===== config.mk =====
export PLATFORM = sky130hd
export DESIGN_NAME = dijkstra_min_sched_flat
export DESIGN_NICKNAME = d
export VERILOG_FILES = /design/src/rtl/dijkstra_min_sched_if.sv /design/src/rtl/dijkstra_min_sched.sv /design/src/flat_wrapper.sv
export SDC_FILE = /design/constraint.sdc
export NUM_CORES = 1
export LEC_CHECK = 0
export ABC_AREA = 0
export CAP_MARGIN = 10
export CELL_PAD_IN_SITES_DETAIL_PLACEMENT = 1
export CELL_PAD_IN_SITES_GLOBAL_PLACEMENT = 1
export CORE_MARGIN = 2
export CORE_UTILIZATION = 37
export DETAILED_ROUTE_END_ITERATION = 10
export PLACE_DENSITY = 0.84
export SYNTH_ARGS = -nofsm -noshare
export SYNTH_HDL_FRONTEND = slang
export SYNTH_SLANG_ARGS = --single-unit

===== constraint.sdc =====
create_clock -name clk -period 1.8 [get_ports clk]
set_clock_uncertainty 0.15 [all_clocks]
set_input_delay 0.36 -clock clk [delete_from_list [all_inputs] [get_ports clk]]
set_output_delay 0.36 -clock clk [all_outputs]
set_load 0.01 [all_outputs]

===== src/rtl/dijkstra_min_sched_if.sv =====
// Custom-instruction and comparator signal bundle
// for the Dijkstra frontier-minimum controller.
interface dijkstra_min_sched_if;
  logic        start;
  logic [1:0]  n;
  logic [31:0] dataa;
  logic [31:0] datab;
  logic        done;
  logic [31:0] result;
  logic [31:0] cmp_dataa;
  logic [31:0] cmp_datab;
  logic        cmp_start;
  logic [31:0] cmp_result;

  modport slave (
    input  start, n, dataa, datab, cmp_result,
    output done, result, cmp_dataa, cmp_datab, cmp_start
  );

  modport master (
    output start, n, dataa, datab, cmp_result,
    input  done, result, cmp_dataa, cmp_datab, cmp_start
  );
endinterface


===== src/rtl/dijkstra_min_sched.sv =====
// Nios multicycle custom instruction tracking the running
// minimum (distance, node) via a shared float <= comparator.
module dijkstra_min_sched #(
  parameter int unsigned CMP_LATENCY = 1,
  parameter logic [31:0] INF_WORD    = 32'h7F800000
) (
  input  logic clk,
  input  logic reset,
  input  logic clk_en,
  dijkstra_min_sched_if.slave bus
);

  typedef enum logic [2:0] {
    IDLE, LAUNCH, WAIT, DECIDE, FINISH
  } state_t;

  localparam logic [1:0] OP_CLR  = 2'd0;
  localparam logic [1:0] OP_PUSH = 2'd1;
  localparam logic [1:0] OP_RMIN = 2'd2;
  localparam logic [1:0] OP_RIDX = 2'd3;

  localparam logic [3:0] CNT_INIT =
    (CMP_LATENCY == 0) ? 4'd0 : 4'(CMP_LATENCY - 1);

  state_t      st, st_nx;
  logic [1:0]  op;
  logic [31:0] cand_dist, cand_idx;
  logic [31:0] min_dist, min_idx;
  logic [3:0]  cnt;
  logic        upd;
  logic        cand_nan;
  logic        done_q, done_d;
  logic        cs_q, cs_d;
  logic [31:0] res_q, res_d;
  logic [31:0] ca_q, ca_d;
  logic [31:0] cb_q, cb_d;
  logic        unused_cmp_hi;

  assign cand_nan = (&bus.dataa[30:23]) && (|bus.dataa[22:0]);
  assign unused_cmp_hi = ^bus.cmp_result[31:1];

  assign bus.done      = done_q;
  assign bus.result    = res_q;
  assign bus.cmp_start = cs_q;
  assign bus.cmp_dataa = ca_q;
  assign bus.cmp_datab = cb_q;

  always_ff @(posedge clk) begin
    if (reset) begin
      st        <= IDLE;
      op        <= OP_CLR;
      cand_dist <= '0;
      cand_idx  <= '0;
      min_dist  <= INF_WORD;
      min_idx   <= '1;
      cnt       <= '0;
      upd       <= 1'b0;
      done_q    <= 1'b0;
      cs_q      <= 1'b0;
      res_q     <= '0;
      ca_q      <= '0;
      cb_q      <= '0;
    end else if (clk_en) begin
      st     <= st_nx;
      done_q <= done_d;
      cs_q   <= cs_d;
      res_q  <= res_d;
      ca_q   <= ca_d;
      cb_q   <= cb_d;
      unique case (st)
        IDLE: if (bus.start) begin
          op        <= bus.n;
          cand_dist <= bus.dataa;
          cand_idx  <= bus.datab;
          upd       <= 1'b0;
        end
        LAUNCH: cnt <= CNT_INIT;
        WAIT:   cnt <= cnt - 4'd1;
        // comparator says min <= cand; only a strict win replaces
        DECIDE: if (!bus.cmp_result[0]) begin
          min_dist <= cand_dist;
          min_idx  <= cand_idx;
          upd      <= 1'b1;
        end
        FINISH: if (op == OP_CLR) begin
          min_dist <= INF_WORD;
          min_idx  <= '1;
        end
        default: ;
      endcase
    end
  end

  always_comb begin
    st_nx = st;
    unique case (st)
      IDLE: if (bus.start) begin
        if (bus.n == OP_PUSH && !cand_nan)
          st_nx = LAUNCH;
        else
          st_nx = FINISH;
      end
      LAUNCH: st_nx = (CMP_LATENCY == 0) ? DECIDE : WAIT;
      WAIT:   if (cnt == 4'd0) st_nx = DECIDE;
      DECIDE: st_nx = FINISH;
      FINISH: st_nx = IDLE;
      default: st_nx = IDLE;
    endcase
  end

  always_comb begin
    done_d = 1'b0;
    cs_d   = 1'b0;
    res_d  = res_q;
    ca_d   = ca_q;
    cb_d   = cb_q;
    if (st == LAUNCH) begin
      cs_d = 1'b1;
      ca_d = min_dist;
      cb_d = cand_dist;
    end
    if (st == FINISH) begin
      done_d = 1'b1;
      unique case (1'b1)
        (op == OP_CLR):  res_d = '0;
        (op == OP_PUSH): res_d = {31'd0, upd};
        (op == OP_RMIN): res_d = min_dist;
        (op == OP_RIDX): res_d = min_idx;
        default:         res_d = '0;
      endcase
    end
  end

endmodule


===== src/flat_wrapper.sv =====
// flat-port wrapper written by rule: the top's interface ports become plain ports
module dijkstra_min_sched_flat 
#(
  parameter int unsigned CMP_LATENCY = 1,
  parameter logic [31:0] INF_WORD    = 32'h7F800000
)
  (clk, reset, clk_en, bus_start, bus_n, bus_dataa, bus_datab, bus_cmp_result, bus_done, bus_result, bus_cmp_dataa, bus_cmp_datab, bus_cmp_start);
  dijkstra_min_sched_if bus_i ();
  input  logic clk;
  input  logic reset;
  input  logic clk_en;
  input wire logic [$bits(bus_i.start)-1:0] bus_start;
  input wire logic [$bits(bus_i.n)-1:0] bus_n;
  input wire logic [$bits(bus_i.dataa)-1:0] bus_dataa;
  input wire logic [$bits(bus_i.datab)-1:0] bus_datab;
  input wire logic [$bits(bus_i.cmp_result)-1:0] bus_cmp_result;
  output wire logic [$bits(bus_i.done)-1:0] bus_done;
  output wire logic [$bits(bus_i.result)-1:0] bus_result;
  output wire logic [$bits(bus_i.cmp_dataa)-1:0] bus_cmp_dataa;
  output wire logic [$bits(bus_i.cmp_datab)-1:0] bus_cmp_datab;
  output wire logic [$bits(bus_i.cmp_start)-1:0] bus_cmp_start;
  assign bus_i.start = bus_start;
  assign bus_i.n = bus_n;
  assign bus_i.dataa = bus_dataa;
  assign bus_i.datab = bus_datab;
  assign bus_i.cmp_result = bus_cmp_result;
  assign bus_done = bus_i.done;
  assign bus_result = bus_i.result;
  assign bus_cmp_dataa = bus_i.cmp_dataa;
  assign bus_cmp_datab = bus_i.cmp_datab;
  assign bus_cmp_start = bus_i.cmp_start;
  dijkstra_min_sched #(.CMP_LATENCY(CMP_LATENCY), .INF_WORD(INF_WORD)) u_core (.clk(clk), .reset(reset), .clk_en(clk_en), .bus(bus_i));
endmodule

==> results of run 1 <==
## flip-flops by register name, indices dropped and copies added, names as in the netlist
signal                cells
u_core.bus.cmp_start      1
u_core.min_idx           32
u_core.min_dist          32
u_core.bus.cmp_datab     32
u_core.bus.done           1
u_core.cand_idx          32
u_core.upd                1
u_core.cnt                4
u_core.op                 2
u_core.cand_dist         32
u_core.st                 3
u_core.bus.result        32
u_core.bus.cmp_dataa     32
## placed cells by master (no fill, tap or decap), types with 3 or more instances in the layout
master           Yosys  layout
nor4_1               5       5
nand3_1             35      33
nand4_1              3       3
dlygate4sd2_1        0      98
buf_12               6      17
dfxtp_2              0       4
clkbuf_1            44       5
nor3_1               4       4
inv_1                3       3
nor2_1              89      88
clkbuf_16            0      28
nor2b_1              3       3
dfxtp_1            236     232
mux2_2              32      32
o21ai_0              4       4
buf_4                7      54
a21oi_1            170     169
clkdlybuf4s50_1      0      69
mux2i_1             64      64
nand2_1            345     345
clkbuf_8             0       7
## worst paths after layout
kind | startpoint | end | slack [ns] | cells past startpoint
hold reg to reg | u_core.bus.result[30] | u_core.bus.result[30] | 0.30 | 2
setup / recovery | u_core.st[2] | u_core.min_idx[21] | 0.07 | 6
setup reg to reg | u_core.st[2] | u_core.min_idx[21] | 0.07 | 6
hold / removal | reset | u_core.cand_idx[2] | 0.04 | 2
## stage by stage
step	util, %	power (mW)
2_1_floorplan	-	6.13
3_3_place_gp	47.4	6.61
3_5_place_dp	47.4	6.64
4_1_cts	50.4	11.8
5_1_grt	50.9	12.1
6_report	50.9	11.7
## kinds of logic (layout without fill, tap and decap cells)
| logic type | after synthesis | after routing | share of synthesized area (%) |
|---|---|---|---|
| muxes | 96 | 96 | 10.8 |
| and+or+nand+nor | 500 | 500 | 21.9 |
| DFF | 236 | 236 | 50.9 |
| AOI/OAI and AO/OA | 188 | 188 | 10.6 |
| adders and majority gates | 2 | 2 | 0.269 |
| buffers and inverters | 90 | 291 | 5.58 |
## timing repair
| action | CTS | global route |
|---|---|---|
| resized for setup | 100 | 6 |
| gates cloned | 0 | 2 |
| buffers inserted | 0 | 5 |
| pin swaps | 0 | 1 |
| setup endpoints to repair | 156 | 25 |
## worst reg2reg max path, stage by stage, from the launching register on
cell	delay, ns
dfxtp_2	0.37
and4bb_1	0.36
a31oi_4	0.07
nor2_8	0.14
buf_4	0.16
buf_12	0.17
mux2i_1	0.23
## per-layer routing
| layer | share of wire [%] | vias to the layer above |
|---|---|---|
| met5 | 0.043 | - |
| li1 | - | 4039 |
| met4 | 1.8 | 2 |
| met1 | 47 | 4124 |
| met2 | 48 | 168 |
| met3 | 3.6 | 41 |
## layout make-up
| class | count | area [µm²] |
|---|---|---|
| Timing Repair Buffer | 242 | 2370 |
| Fill cell | 2918 | 12000 |
| Clock buffer | 38 | 766 |
| Clock inverter | 6 | 72.6 |
| Multi-Input combinational cell | 786 | 4080 |
| Inverter | 5 | 18.8 |
| Tap cell | 324 | 405 |
| Sequential cell | 236 | 4730 |
## power breakdown
group,internal [mW],switching (mW)
clock network,3.07,2.09
logic,0.502,0.591
registers,5.37,0.104
total,8.94,2.79
==> qor.csv, run 1 <==
stage,metric,value,unit
setup_path,crit_required,2.09,ns
floorplanning,chipHeight,162,µm
drt,routedWlPerCell,18.4,µm
cts,htreeDepth,1,
global_routing,grt.overflow.total,0,
synthesis,syn_nets,1216,
synthesis,synth_area,9290,µm²
synthesis,yosys-top-cells-count,"345 x nand2_1, 236 x dfxtp_1, 170 x a21oi_1",
setup_path,endpoint_kind,flip-flop,
drt,detail-route-antenna-nets,0,
setup_path,path_class,flip-flop to flip-flop,
setup_path,crit_slowest_cell,dfxtp_2,
global_routing,grtUsageTotal,22.5,%
synthesis,synth.most_common_cell,nand2_1,
cts,numCtsBuffers,26,
drt,first_pass_iters,4,
pwr,peakVddDrop,0.569,mV
floorplanning,start_util,38.0,%
global_routing,met3_usage,2.60,%
hold_path,hold_path_class,primary input to flip-flop,
setup_path,arrival,2.02,ns
cts,cts_sinks,236,
drt,routed_wl,30200,µm
synthesis,synth-async-reset-ratio,0,%
cts,cts_tree,yes,
sta,hold_violations,0,
place,io_buffers,168,
drt,viasPerCell,5.12,
synthesis,ys_ff_latch,236,
sta,maxSlewViolCount,0,
layout,fin_nets,1401,
floorplanning,dieArea,26400,µm²
sta,max_freq,0.579,GHz
place,post-dp-hpwl,20800,µm
sta,worst_pin_slew,0.487,ns
drt,drt_iter0_markers,473,
synthesis,synth-edff-count,0,
sta,grt_setup_unrepaired,false,
synthesis,synth_top_area_share,50.9,%
cts,clock_latency,0.52,ns
place,dp.cells,1586,
floorplanning,die_w,162,µm
synthesis,syn_inst,1112,
sta,finalCritPeriodShare,95.9,%
synthesis,synth_area_leaders,"dfxtp_1 51%, nand2_1 14%, a21oi_1 9.2%",
sta,period_needed,1.73,ns
synthesis,synth_ff_type,dfxtp_1,
synthesis,syn_area_per_cell,8.35,µm²
global_routing,antenna_found_initial,1,
cts,cts_hold_buf,0,
floorplanning,boundaryPins,200,
global_routing,busiest_layer,met2,
global_routing,grt_max_degree,50,
synthesis,yosysSeqAreaShare,50.9,%
sta,whs,0.0428,ns
drt,vias,8374,
layout,layoutNonFillerInstCount,1637,
sta,setup_viol,0,
layout,drive_above_1_share,12.3,%
setup_path,startpoint_type,flip-flop,
drt,route.detailed.drc,0,
setup_path,path_delay_family,simple AND/OR/NAND/NOR gates,
place,gp_congestion,0.842,
global_routing,grt_pass1_wl,47300,µm
layout,fin_area,12400,µm²
layout,syn_to_final_growth,33.9,%
setup_path,cp.buffers_inverters,2,
pwr,power_density,943,nW/µm²
floorplanning,row_count,57,
cts,cts-root-buf,clkbuf_16,
cts,clkTransAtPathRegs,0.06,ns
outcome,status,"complete, no violations",
cts,cts_max_path_buffers,3,
setup_path,crit_chain,and4bb_1 > a31oi_4 > nor2_8 > buf_4 > buf_12 > mux2i_1,
sta,max_slew_margin,67.5,%
synthesis,ys_types,45,
global_routing,grt_pass1_vias,8727,
global_routing,met1_usage,30.7,%
synthesis,ys_warn_count,0,
place,pre_cts_ws,-0.404,ns
floorplanning,coreArea,24500,µm²
setup_path,crit_fanout,13,
run,cap_viol_max_count,0,
pwr,leakagePower,4.84,nW
global_routing,use_met2,38.3,%
setup_path,cp_slowest_stage_delay,0.37,ns
sta,fin_ws,0.0734,ns
place,dpl_cell_area,11600,µm²
synthesis,yosys.area.top_type,dfxtp_1,
sta,tns,0,ns
layout,antenna_cells,0,
No activity file was read; power rests on OpenSTA's default activity.
==> run 2, diff against run 1 <==
--- a/config.mk
+++ b/config.mk
@@ -10,9 +10,10 @@
 export CELL_PAD_IN_SITES_DETAIL_PLACEMENT = 1
 export CELL_PAD_IN_SITES_GLOBAL_PLACEMENT = 1
 export CORE_MARGIN = 2
-export CORE_UTILIZATION = 37
+export CORE_UTILIZATION = 30
 export DETAILED_ROUTE_END_ITERATION = 10
-export PLACE_DENSITY = 0.84
+export PLACE_DENSITY = 0.71
+export REMOVE_ABC_BUFFERS = 1
 export SYNTH_ARGS = -nofsm -noshare
 export SYNTH_HDL_FRONTEND = slang
 export SYNTH_SLANG_ARGS = --single-unit
==> qor.csv, run 2 (synthesized netlist as in run 1, its figures left out) <==
stage,metric,value,unit
outcome,status,"complete, no violations",
drt,route.detailed.drc,0,
pwr,swShare,23.7,%
drt,routed_wl,29300,µm
global_routing,grtUsageTotal,17.8,%
place,dp.cells,1660,
pwr,power,11.9,mW
drt,routedWlPerCell,17.2,µm
global_routing,antenna_found_initial,0,
cts,cts_tree,yes,
place,post-dp-hpwl,19600,µm
sta,finalCritPeriodShare,94.6,%
sta,whs,0.239,ns
global_routing,grt_pass1_vias,8601,
setup_path,startpoint_type,flip-flop,
sta,period_needed,1.70,ns
sta,grt_setup_unrepaired,false,
hold_path,whs_endpoint,u_core.cand_idx[23],
place,io_buffers,168,
pwr,clkPwrFrac,44.6,%
sta,setup_viol,0,
sta,max_slew_margin,67.5,%
hold_path,holdPathStages,3,
pwr,leakagePower,4.85,nW
sta,maxSlewViolCount,0,
global_routing,grt_pass1_wl,46800,µm
setup_path,r2r-start,u_core.st[0],
cts,cts_sinks,236,
run,cap_viol_max_count,0,
floorplanning,die_w,180,µm
layout,layoutNonFillerInstCount,1706,
sta,hold_violations,0,
layout,syn_to_final_growth,35.5,%
floorplanning,boundaryPins,200,
setup_path,endpoint_kind,output port,
pwr,peakVddDrop,0.627,mV
sta,tns,0,ns
pwr,pwr-share-comb,9.4,%
hold_path,hold_start,bus_datab[23],
cts,cts_max_path_buffers,3,
hold_path,hold_path_class,primary input to flip-flop,
setup_path,path_class,flip-flop to output port,
drt,detail-route-antenna-nets,0,
floorplanning,dieArea,32400,µm²
cts,numCtsBuffers,26,
setup_path,r2r-end,u_core.min_idx[28],
setup_path,crit_fanout,2,
floorplanning,chipHeight,180,µm
floorplanning,start_util,30.5,%
pwr,seq_power_share,46.0,%
setup_path,crit_required,1.29,ns
pwr,power_density,942,nW/µm²
place,dpl_cell_area,11800,µm²
layout,fin_nets,1397,
pwr,p_switching,2.81,mW
floorplanning,row_count,64,
setup_path,cp-startpoint,u_core.bus.cmp_dataa[6],
layout,drive_above_1_share,12.0,%
pwr,p_int,9.05,mW
sta,worst_pin_slew,0.488,ns
sta,fin_ws,0.0973,ns
drt,first_pass_iters,4,
layout,final_cell_mix,"345 x nand2_1, 233 x dfxtp_1, 169 x a21oi_1, 98 x dlygate4sd2_1, 89 x nor2_1",
floorplanning,coreArea,30500,µm²
cts,postCtsSetupBuffers,0,
layout,antenna_cells,0,
layout,layout_commonest_cell,nand2_1,
cts,clock_latency,0.52,ns
drt,viasPerCell,4.80,
place,gp_congestion,0.797,
cts,cts-root-buf,clkbuf_16,
setup_path,arrival,1.19,ns
global_routing,grt.overflow.total,0,
global_routing,grt_max_degree,81,
cts,htreeDepth,1,
setup_path,path_delay_family,flip-flops,
sta,max_freq,0.587,GHz
layout,fin_area,12600,µm²
setup_path,ff2ff_path_depth,6,
cts,clkTransAtPathRegs,0.06,ns
layout,utilization,41.3,%
place,pre_cts_ws,-0.451,ns
setup_path,r2r_setup_slack,0.11,ns
drt,drt_iter0_markers,400,
setup_path,cp_slowest_stage_delay,0.38,ns
setup_path,cp.buffers_inverters,1,
drt,vias,8184,
setup_path,crit_chain,dlygate4sd2_1,
setup_path,crit_slowest_cell,dfxtp_1,
-- run 2: cell count changes in the layout (fill, tap and decap cells not counted), sizes merged --
cell / previous run / this run
clkbuf: 40 / 37
clkinvlp: 1 / 0
dlygate4sd3: 0 / 1
clkinv: 5 / 7
buf: 73 / 70
bufinv: 1 / 2
-- run 2: worst min-delay path, stage by stage --
cell	delay, ns
clkdlybuf4s50_1	0.40
nand2_1	0.05
a21oi_1	0.05
-- run 2: repair_timing --
| action | CTS | global route |
|---|---|---|
| hold buffers | 1 | 0 |
| endpoints found under the hold margin | 2 | 0 |
| setup endpoints to repair | 98 | 22 |
| gates resized for setup | 98 | 3 |
-- run 2: layout make-up --
cell class                 instances  area (µm²)
clock inverter                     8        90.1
timing repair buffer             238        2400
clock buffer                      37         753
multi-input combinational        786        4100
sequential                       236        4730
fill                            3598       17900
tap                              396         495
inverter                           5        18.8
-- run 2: power groups by stage --
stage | clock (mW) | sequential [mW] | combinational [mW]
after floorplan | 0 | 5.57 | 0.424
after global placement | 0 | 5.56 | 1.11
after detailed placement | 0 | 5.57 | 1.13
after CTS | 5.45 | 5.46 | 1.13
after global routing | 5.64 | 5.47 | 1.22
final | 5.29 | 5.46 | 1.12
-- run 2: metal layers --
metal	up-vias	global-route usage [%]	wire [µm]
li1	4037	-	-
met1	3967	22.5	13400
met2	137	31.8	14300
met3	43	2.51	969
met4	0	4.72	649
met5	-	0	0
-- run 2: worst max path at each step --
stage / end / slack (ns) / depth (start not counted)
2_1_floorplan: u_core.cand_dist[0] / -0.70 / 4
3_3_place_gp: u_core.st[2] / -0.46 / 6
3_5_place_dp: u_core.st[2] / -0.45 / 6
4_1_cts: u_core.bus.cmp_dataa[1] / 0.05 / 6
5_1_grt: u_core.cand_dist[26] / 0.01 / 5
6_report: bus_cmp_dataa[6] / 0.1 / 1
==> run 3, diff against run 2 <==
--- a/config.mk
+++ b/config.mk
@@ -14,6 +14,7 @@
 export DETAILED_ROUTE_END_ITERATION = 10
 export PLACE_DENSITY = 0.71
 export REMOVE_ABC_BUFFERS = 1
+export SLEW_MARGIN = 15
 export SYNTH_ARGS = -nofsm -noshare
 export SYNTH_HDL_FRONTEND = slang
 export SYNTH_SLANG_ARGS = --single-unit
==> results of run 3 <==
No change in the layout: final DEF, timing and power equal those of run 2.
